`src/rtl/multicycle_sequencer_pkg.sv`:
```
// Shared state and trap-cause encodings for the multi-cycle sequencer and its debug logic.
package multicycle_sequencer_pkg;

  localparam int unsigned STATE_W = 3;
  localparam int unsigned CAUSE_W = 2;

  typedef enum logic [STATE_W-1:0] {
    ST_IDLE    = 3'b000,
    ST_FETCH   = 3'b001,
    ST_DECODE  = 3'b010,
    ST_EXECUTE = 3'b011,
    ST_MEMORY  = 3'b100,
    ST_WRITE   = 3'b101,
    ST_TRAP    = 3'b110,
    ST_HALT    = 3'b111
  } state_e;

  typedef enum logic [CAUSE_W-1:0] {
    CAUSE_NONE    = 2'b00,
    CAUSE_IMEM_TO = 2'b01,
    CAUSE_DMEM_TO = 2'b10,
    CAUSE_ILLEGAL = 2'b11
  } cause_e;

  // States that wait on a memory ack and are subject to the bus timeout.
  function automatic logic is_mem_wait(input state_e s);
    return (s == ST_FETCH) || (s == ST_MEMORY);
  endfunction

endpackage

```
`src/rtl/multicycle_sequencer_if.sv`:
```
// Control/handshake bundle between the sequencer and the rest of the core.
//  master: sequencer side (consumes run/stall/acks/decode flags, drives enables, reqs, debug).
//  slave : core/memory side (the mirror image).
interface multicycle_sequencer_if #(
  parameter int unsigned CNT_WIDTH = 32
);
  import multicycle_sequencer_pkg::*;

  logic                 run;
  logic                 stall;
  logic                 imem_ack;
  logic                 dmem_ack;
  logic                 need_mem;
  logic                 reg_write;
  logic                 illegal;
  logic                 trap_clear;

  logic                 if_en;
  logic                 id_en;
  logic                 exe_en;
  logic                 mem_en;
  logic                 pc_en;
  logic                 wb_en;
  logic                 imem_req;
  logic                 dmem_req;
  logic [STATE_W-1:0]   state;
  logic                 trap;
  logic [CAUSE_W-1:0]   trap_cause;
  logic [CNT_WIDTH-1:0] retired;

  modport master (
    input  run, stall, imem_ack, dmem_ack, need_mem, reg_write, illegal, trap_clear,
    output if_en, id_en, exe_en, mem_en, pc_en, wb_en, imem_req, dmem_req,
           state, trap, trap_cause, retired
  );

  modport slave (
    output run, stall, imem_ack, dmem_ack, need_mem, reg_write, illegal, trap_clear,
    input  if_en, id_en, exe_en, mem_en, pc_en, wb_en, imem_req, dmem_req,
           state, trap, trap_cause, retired
  );

endinterface

```
`src/rtl/multicycle_sequencer_seq_wait_timer.sv`:
```
// Memory-wait timer: counts non-ack cycles, flags the last allowed cycle.
//  clk, rst  : clock, async active-high reset
//  clear_i   : zero the counter (takes priority over count_i)
//  count_i   : waiting on an ack this cycle
//  timeout_c : combinational; this waiting cycle is the MEM_TIMEOUT-th without an ack
module seq_wait_timer #(
  parameter int unsigned MEM_TIMEOUT = 15
) (
  input  logic clk,
  input  logic rst,
  input  logic clear_i,
  input  logic count_i,
  output logic timeout_c
);

  localparam int unsigned CNT_W = (MEM_TIMEOUT == 0) ? 1 : $clog2(MEM_TIMEOUT + 1);
  localparam int unsigned LIMIT = (MEM_TIMEOUT == 0) ? 0 : MEM_TIMEOUT - 1;

  logic [CNT_W-1:0] cnt_q;
  logic [CNT_W-1:0] cnt_d;

  // Next count: clear wins over increment.
  always_comb begin
    cnt_d = cnt_q;
    if (clear_i) begin
      cnt_d = '0;
    end else if (count_i) begin
      cnt_d = cnt_q + CNT_W'(1);
    end
  end

  always_ff @(posedge clk or posedge rst) begin
    if (rst) begin
      cnt_q <= '0;
    end else begin
      cnt_q <= cnt_d;
    end
  end

  // Only raised on a non-ack cycle, so an ack on the last cycle always wins.
  assign timeout_c = (MEM_TIMEOUT != 0) && count_i && (cnt_q == CNT_W'(LIMIT));

endmodule

```
`src/rtl/multicycle_sequencer.sv`:
```
// Multi-cycle RV32 control sequencer: FETCH/DECODE/EXECUTE/[MEMORY]/WRITE with
// req/ack memory handshakes, bus timeout, illegal-instruction trap, stall and a
// retired-instruction counter.
//  clk, rst : clock, async active-high reset
//  bus      : master modport; run/stall/acks/decode flags in, stage enables,
//             memory requests, state/trap/trap_cause/retired out.
// Enables and requests are decodes of the registered state; trap_cause and
// retired are registers.
module multicycle_sequencer
  import multicycle_sequencer_pkg::*;
#(
  parameter int unsigned MEM_TIMEOUT = 15,
  parameter int unsigned CNT_WIDTH   = 32
) (
  input  logic                   clk,
  input  logic                   rst,
  multicycle_sequencer_if.master bus
);

  state_e               state_q;
  state_e               state_d;
  cause_e               cause_q;
  cause_e               cause_d;
  logic [CNT_WIDTH-1:0] retired_q;
  logic [CNT_WIDTH-1:0] retired_d;

  logic                 wait_count;
  logic                 wait_clear;
  logic                 timeout_c;

  // Count only cycles spent waiting for an ack; any transition restarts the count.
  assign wait_count = is_mem_wait(state_q) &&
                      !((state_q == ST_FETCH) ? bus.imem_ack : bus.dmem_ack);
  assign wait_clear = (state_d != state_q);

  seq_wait_timer #(
    .MEM_TIMEOUT (MEM_TIMEOUT)
  ) u_wait_timer (
    .clk       (clk),
    .rst       (rst),
    .clear_i   (wait_clear),
    .count_i   (wait_count),
    .timeout_c (timeout_c)
  );

  // Next state, trap cause and retire count.
  always_comb begin
    state_d   = state_q;
    cause_d   = cause_q;
    retired_d = retired_q;
    case (state_q)
      ST_HALT: begin
        if (bus.run) state_d = ST_IDLE;
      end
      ST_IDLE: begin
        if (bus.run) state_d = ST_FETCH;
      end
      ST_FETCH: begin
        if (bus.imem_ack) begin
          state_d = ST_DECODE;
        end else if (timeout_c) begin
          state_d = ST_TRAP;
          cause_d = CAUSE_IMEM_TO;
        end
      end
      ST_DECODE: begin
        if (!bus.stall) begin
          if (bus.illegal) begin
            state_d = ST_TRAP;
            cause_d = CAUSE_ILLEGAL;
          end else begin
            state_d = ST_EXECUTE;
          end
        end
      end
      ST_EXECUTE: begin
        if (!bus.stall) state_d = bus.need_mem ? ST_MEMORY : ST_WRITE;
      end
      ST_MEMORY: begin
        if (bus.dmem_ack) begin
          state_d = ST_WRITE;
        end else if (timeout_c) begin
          state_d = ST_TRAP;
          cause_d = CAUSE_DMEM_TO;
        end
      end
      ST_WRITE: begin
        if (!bus.stall) begin
          retired_d = retired_q + CNT_WIDTH'(1);
          state_d   = bus.run ? ST_FETCH : ST_IDLE;
        end
      end
      ST_TRAP: begin
        if (bus.trap_clear) begin
          state_d = ST_HALT;
          cause_d = CAUSE_NONE;
        end
      end
      default: state_d = ST_HALT;
    endcase
  end

  always_ff @(posedge clk or posedge rst) begin
    if (rst) begin
      state_q   <= ST_HALT;
      cause_q   <= CAUSE_NONE;
      retired_q <= '0;
    end else begin
      state_q   <= state_d;
      cause_q   <= cause_d;
      retired_q <= retired_d;
    end
  end

  // Stage enables and requests, zero latency from state.
  assign bus.if_en      = (state_q == ST_FETCH);
  assign bus.imem_req   = (state_q == ST_FETCH);
  assign bus.id_en      = (state_q == ST_DECODE)  && !bus.stall;
  assign bus.exe_en     = (state_q == ST_EXECUTE) && !bus.stall;
  assign bus.mem_en     = (state_q == ST_MEMORY);
  assign bus.dmem_req   = (state_q == ST_MEMORY);
  assign bus.pc_en      = (state_q == ST_WRITE)   && !bus.stall;
  assign bus.wb_en      = (state_q == ST_WRITE)   && !bus.stall && bus.reg_write;
  assign bus.trap       = (state_q == ST_TRAP);
  assign bus.state      = state_q;
  assign bus.trap_cause = cause_q;
  assign bus.retired    = retired_q;

endmodule

```
`src/flat_wrapper.sv`:
```
// flat-port wrapper written by rule: the top's interface ports become plain ports
module multicycle_sequencer_flat import multicycle_sequencer_pkg::*;
#(
  parameter int unsigned MEM_TIMEOUT = 15,
  parameter int unsigned CNT_WIDTH   = 32
)
  (clk, rst, bus_run, bus_stall, bus_imem_ack, bus_dmem_ack, bus_need_mem, bus_reg_write, bus_illegal, bus_trap_clear, bus_if_en, bus_id_en, bus_exe_en, bus_mem_en, bus_pc_en, bus_wb_en, bus_imem_req, bus_dmem_req, bus_state, bus_trap, bus_trap_cause, bus_retired);
  multicycle_sequencer_if #(.CNT_WIDTH(CNT_WIDTH)) bus_i ();
  input  logic clk;
  input  logic rst;
  input wire logic [$bits(bus_i.run)-1:0] bus_run;
  input wire logic [$bits(bus_i.stall)-1:0] bus_stall;
  input wire logic [$bits(bus_i.imem_ack)-1:0] bus_imem_ack;
  input wire logic [$bits(bus_i.dmem_ack)-1:0] bus_dmem_ack;
  input wire logic [$bits(bus_i.need_mem)-1:0] bus_need_mem;
  input wire logic [$bits(bus_i.reg_write)-1:0] bus_reg_write;
  input wire logic [$bits(bus_i.illegal)-1:0] bus_illegal;
  input wire logic [$bits(bus_i.trap_clear)-1:0] bus_trap_clear;
  output wire logic [$bits(bus_i.if_en)-1:0] bus_if_en;
  output wire logic [$bits(bus_i.id_en)-1:0] bus_id_en;
  output wire logic [$bits(bus_i.exe_en)-1:0] bus_exe_en;
  output wire logic [$bits(bus_i.mem_en)-1:0] bus_mem_en;
  output wire logic [$bits(bus_i.pc_en)-1:0] bus_pc_en;
  output wire logic [$bits(bus_i.wb_en)-1:0] bus_wb_en;
  output wire logic [$bits(bus_i.imem_req)-1:0] bus_imem_req;
  output wire logic [$bits(bus_i.dmem_req)-1:0] bus_dmem_req;
  output wire logic [$bits(bus_i.state)-1:0] bus_state;
  output wire logic [$bits(bus_i.trap)-1:0] bus_trap;
  output wire logic [$bits(bus_i.trap_cause)-1:0] bus_trap_cause;
  output wire logic [$bits(bus_i.retired)-1:0] bus_retired;
  assign bus_i.run = bus_run;
  assign bus_i.stall = bus_stall;
  assign bus_i.imem_ack = bus_imem_ack;
  assign bus_i.dmem_ack = bus_dmem_ack;
  assign bus_i.need_mem = bus_need_mem;
  assign bus_i.reg_write = bus_reg_write;
  assign bus_i.illegal = bus_illegal;
  assign bus_i.trap_clear = bus_trap_clear;
  assign bus_if_en = bus_i.if_en;
  assign bus_id_en = bus_i.id_en;
  assign bus_exe_en = bus_i.exe_en;
  assign bus_mem_en = bus_i.mem_en;
  assign bus_pc_en = bus_i.pc_en;
  assign bus_wb_en = bus_i.wb_en;
  assign bus_imem_req = bus_i.imem_req;
  assign bus_dmem_req = bus_i.dmem_req;
  assign bus_state = bus_i.state;
  assign bus_trap = bus_i.trap;
  assign bus_trap_cause = bus_i.trap_cause;
  assign bus_retired = bus_i.retired;
  multicycle_sequencer #(.MEM_TIMEOUT(MEM_TIMEOUT), .CNT_WIDTH(CNT_WIDTH)) u_core (.clk(clk), .rst(rst), .bus(bus_i));
endmodule
```
`config.mk`:
```
export PLATFORM = sky130hd
export DESIGN_NAME = multicycle_sequencer_flat
export DESIGN_NICKNAME = d
export VERILOG_FILES = /design/src/rtl/multicycle_sequencer_pkg.sv /design/src/rtl/multicycle_sequencer_if.sv /design/src/rtl/multicycle_sequencer_seq_wait_timer.sv /design/src/rtl/multicycle_sequencer.sv /design/src/flat_wrapper.sv
export SDC_FILE = /design/constraint.sdc
export NUM_CORES = 1
export LEC_CHECK = 0
export BUFFER_PORTS_ARGS = -buffer_cell sky130_fd_sc_hd__buf_2
export CORE_MARGIN = 1.5
export CORE_UTILIZATION = 40
export CTS_CLUSTER_SIZE = 20
export DETAILED_ROUTE_END_ITERATION = 12
export GPL_TIMING_DRIVEN = 1
export MAX_ROUTING_LAYER = met4
export PLACE_DENSITY = 0.73
export SYNTH_ARGS = -nofsm -noshare
export SYNTH_HDL_FRONTEND = slang
export SYNTH_SLANG_ARGS = --single-unit
```
`constraint.sdc`:
```
create_clock -name clk -period 2.75 [get_ports clk]
set_input_delay 0.55 -clock clk [delete_from_list [all_inputs] [get_ports clk]]
set_output_delay 0.55 -clock clk [all_outputs]
set_load 0.1 [all_outputs]
```
==> key figures <==
Clocking
  – Post-CTS Hold Fix Bufs: 0
  – H-tree levels: 2
  – Reg clk slew, reported paths: 0.07 ns
  – Clock Latency Late Sink: 0.29 ns
  – Clk sinks: 41
  – Setup bufs post-CTS: 0
  – CTS root buf: clkbuf_8
  – # resized after CTS: 0
  – CTS tree: done
  – CTS buffer count: 5
  – Max Buffers Root-to-Sink: 2

GRT
  – Initial antenna violation count: 0
  – Global-route wire length before repair: 7760 um
  – Pin count of the biggest net entering global routing: 42
  – GRT Util Overall: 0.169
  – Vias in the first global route: 1,674
  – Overflow after GRT: 0

STA
  – Final min period: 2.56 ns
  – Max-slew violation count: 0
  – WHS: 0.373 ns
  – Period utilization: 0.930
  – RSZ-0062 raised after global routing: no
  – Count of final hold-check violations: 0
  – Tightest Pin Transition: 0.622 ns
  – Final setup viols: 0
  – Clock Skew: 0.00568 ns
  – Fmax achieved: 391 MHz
  – Slew headroom: 0.580

Power
  – Sequential share of power: 0.334
  – P_sw: 1.32 mW
  – Sw Ratio: 0.528
  – Combinational fraction of design power: 0.511
  – VDD IR max: 626 uV
  – Int Power: 1.18 mW
  – Pwr Total: 2.49 mW
  – Power per cell area: 943 nW/um^2
  – Lkg Pwr: 1.33 nW
  – Clock network power share: 0.155

Outcome
  – Status: completed

Layout
  – Layout cells sized above 1: 0.292
  – Design area: 2640 um^2
  – Layout area overhead: 21.0%
  – Non-Filler Instances: 347
  – Nets: 290
  – Number of diodes: 0

Synth
  – Synth Flop Type: dfrtp_1
  – Syn Nets: 234
  – Sequential element share of the synthesized area: 0.471
  – Synthesized area: 2180 um^2
  – Top post-synthesis cells by count: dfrtp_1, nor2_1, nand2_1, xnor2_1, nand3_1
  – Syn_area_per_cell: 9.89 um^2
  – Synth area leaders: dfrtp_1, xnor2_1, xor2_1
  – Yosys top cell by area: dfrtp_1
  – Most frequent cell after synthesis: dfrtp_1
  – Yosys reg bits: 41
  – Synth Instances: 221
  – Top cell type's share of synthesized area: 0.435
  – Synth warnings: 0
  – Post-synth cell types: 47
  – Post-synth EDFFs: 0
  – Synth async-reset ratio: 1.00

Setup path
  – R2r setup slk: 0.51 ns
  – Worst r2r path cells: 6
  – Setup Crit Path Kind: register to primary output
  – CP Max Fanout: 17
  – Critical Path AT: 2.01 ns
  – Critical Path Source: u_core.bus.state[2]
  – Worst setup path end: bus_wb_en
  – CP Capture Type: primary output
  – RR Startpoint: u_core.bus.state[2]
  – Critical path startpoint category: register
  – Required time worst endpoint: 2.20 ns
  – End of the worst register-to-register path: u_core.bus.retired[23]

Placed design
  – Placed Cells: 340
  – DP Wirelength: 3310 um
  – DP Area: 2560 um^2
  – RePlAce Congestion: 0.840
  – Port Buffer Count: 55

Routing
  – DR iter-0 viols: 53
  – # DRC: 0
  – Total number of vias: 1,790
  – Top layer reached by signal wires: met4
  – WL met1: 2060 um
  – Post-DRT Antenna Nets: 0
  – Met2 wire len: 2060 um
  – Met3 WL post-DR: 240 um
  – Vias per cell: 5.16
  – Pre-antenna DRT Iters: 4
  – Routed wire per std cell: 12.7 um
  – WL final: 4420 um

Floorplan
  – Io pins: 56
  – Rows: 26
  – Initial Utilization: 0.422
  – Die ar.: 5910 um^2
  – Die width: 76.9 um
  – Core Area: 5170 um^2
  – Die H: 76.9 um

Flow run
  – Max-Cap Viols: 0

Hold path
  – Worst hold-check path type: input port to asynchronous set/reset pin
-- cell usage in the layout (no fill, tap or decap), types with 2 or more instances in the layout --
cell	synthesis	layout
a21oi_1	7	7
a22oi_1	2	2
and2_1	5	3
and2_2	0	2
and3_1	3	3
and4_1	4	4
buf_2	2	55
buf_4	3	3
clkbuf_8	0	6
dfrtp_1	38	38
dfstp_2	3	3
ha_1	3	3
inv_1	6	6
mux2_2	2	2
mux2i_1	4	4
nand2_1	19	19
nand2b_1	2	2
nand3_1	13	13
nand3b_1	2	2
nand4_1	6	6
nor2_1	25	23
nor2b_1	5	5
nor3_1	4	3
o21ai_0	4	4
o31ai_1	3	3
xnor2_1	19	19
xor2_1	12	12
-- power by group through the flow --
stage	clock, mW	sequential (mW)	combinational, mW
5_1_grt	0.429	0.852	1.34
6_report	0.387	0.831	1.27
4_1_cts	0.401	0.830	1.28
2_1_floorplan	0	1.16	0.772
3_3_place_gp	0	0.840	1.26
3_5_place_dp	0	0.842	1.27
-- worst min-delay path by stage --
stage	depth (start not counted)	start	slack, ns	to
after CTS	3	rst	0.39	u_core.bus.retired[5]
final	3	rst	0.37	u_core.bus.retired[20]
after detailed placement	1	u_core.bus.retired[31]	0.47	u_core.bus.retired[31]
after global placement	1	u_core.bus.retired[31]	0.46	u_core.bus.retired[31]
after floorplan	2	u_core.u_wait_timer.cnt_q[1]	0.54	u_core.u_wait_timer.cnt_q[1]
after global routing	3	rst	0.44	u_core.bus.retired[5]
-- sequential cells by signal, summed over array words and instances (netlist names) --
signal,cells
u_core.bus.state,3
u_core.u_wait_timer.cnt_q,4
u_core.bus.trap_cause,2
u_core.bus.retired,32
-- metrics by stage --
step	setup TNS [ns]	utilization	setup slack (ns)
after floorplan	-0.209	-	-0.209
after global placement	0	0.494	0.416
after detailed placement	0	0.494	0.397
after CTS	0	0.511	0.177
after global routing	0	0.511	0.0759
final	0	0.511	0.192
-- layer usage --
layer,global-route usage,vias to the layer above
met4,0.0648,0
met1,0.216,851
met2,0.258,56
li1,-,876
met5,-,-
met3,0.0417,7
-- final cells by class --
type	instances	area [um^2]
clock buffer	7	86.3
inverter	6	22.5
tap	70	87.6
sequential	41	1030
multi-input combinational	165	1120
fill	484	2530
timing repair buffer	58	298
-- worst max-delay path: stages, from the launching register on --
cell and delay (ns):
dfstp_2 0.70, and4bb_1 0.42, and2_2 0.19, buf_2 0.41
-- cells by family (layout without fill, tap and decap cells) --
group	Yosys count	after routing	synth area share
simple gates	101	101	0.253
compound gates	24	24	0.0733
fa+ha+maj	3	3	0.0172
flops	41	41	0.471
mux	6	6	0.0286
xor+xnor	31	31	0.124
buf+inv	15	71	0.0321
Power figures use the tool's default switching activity.
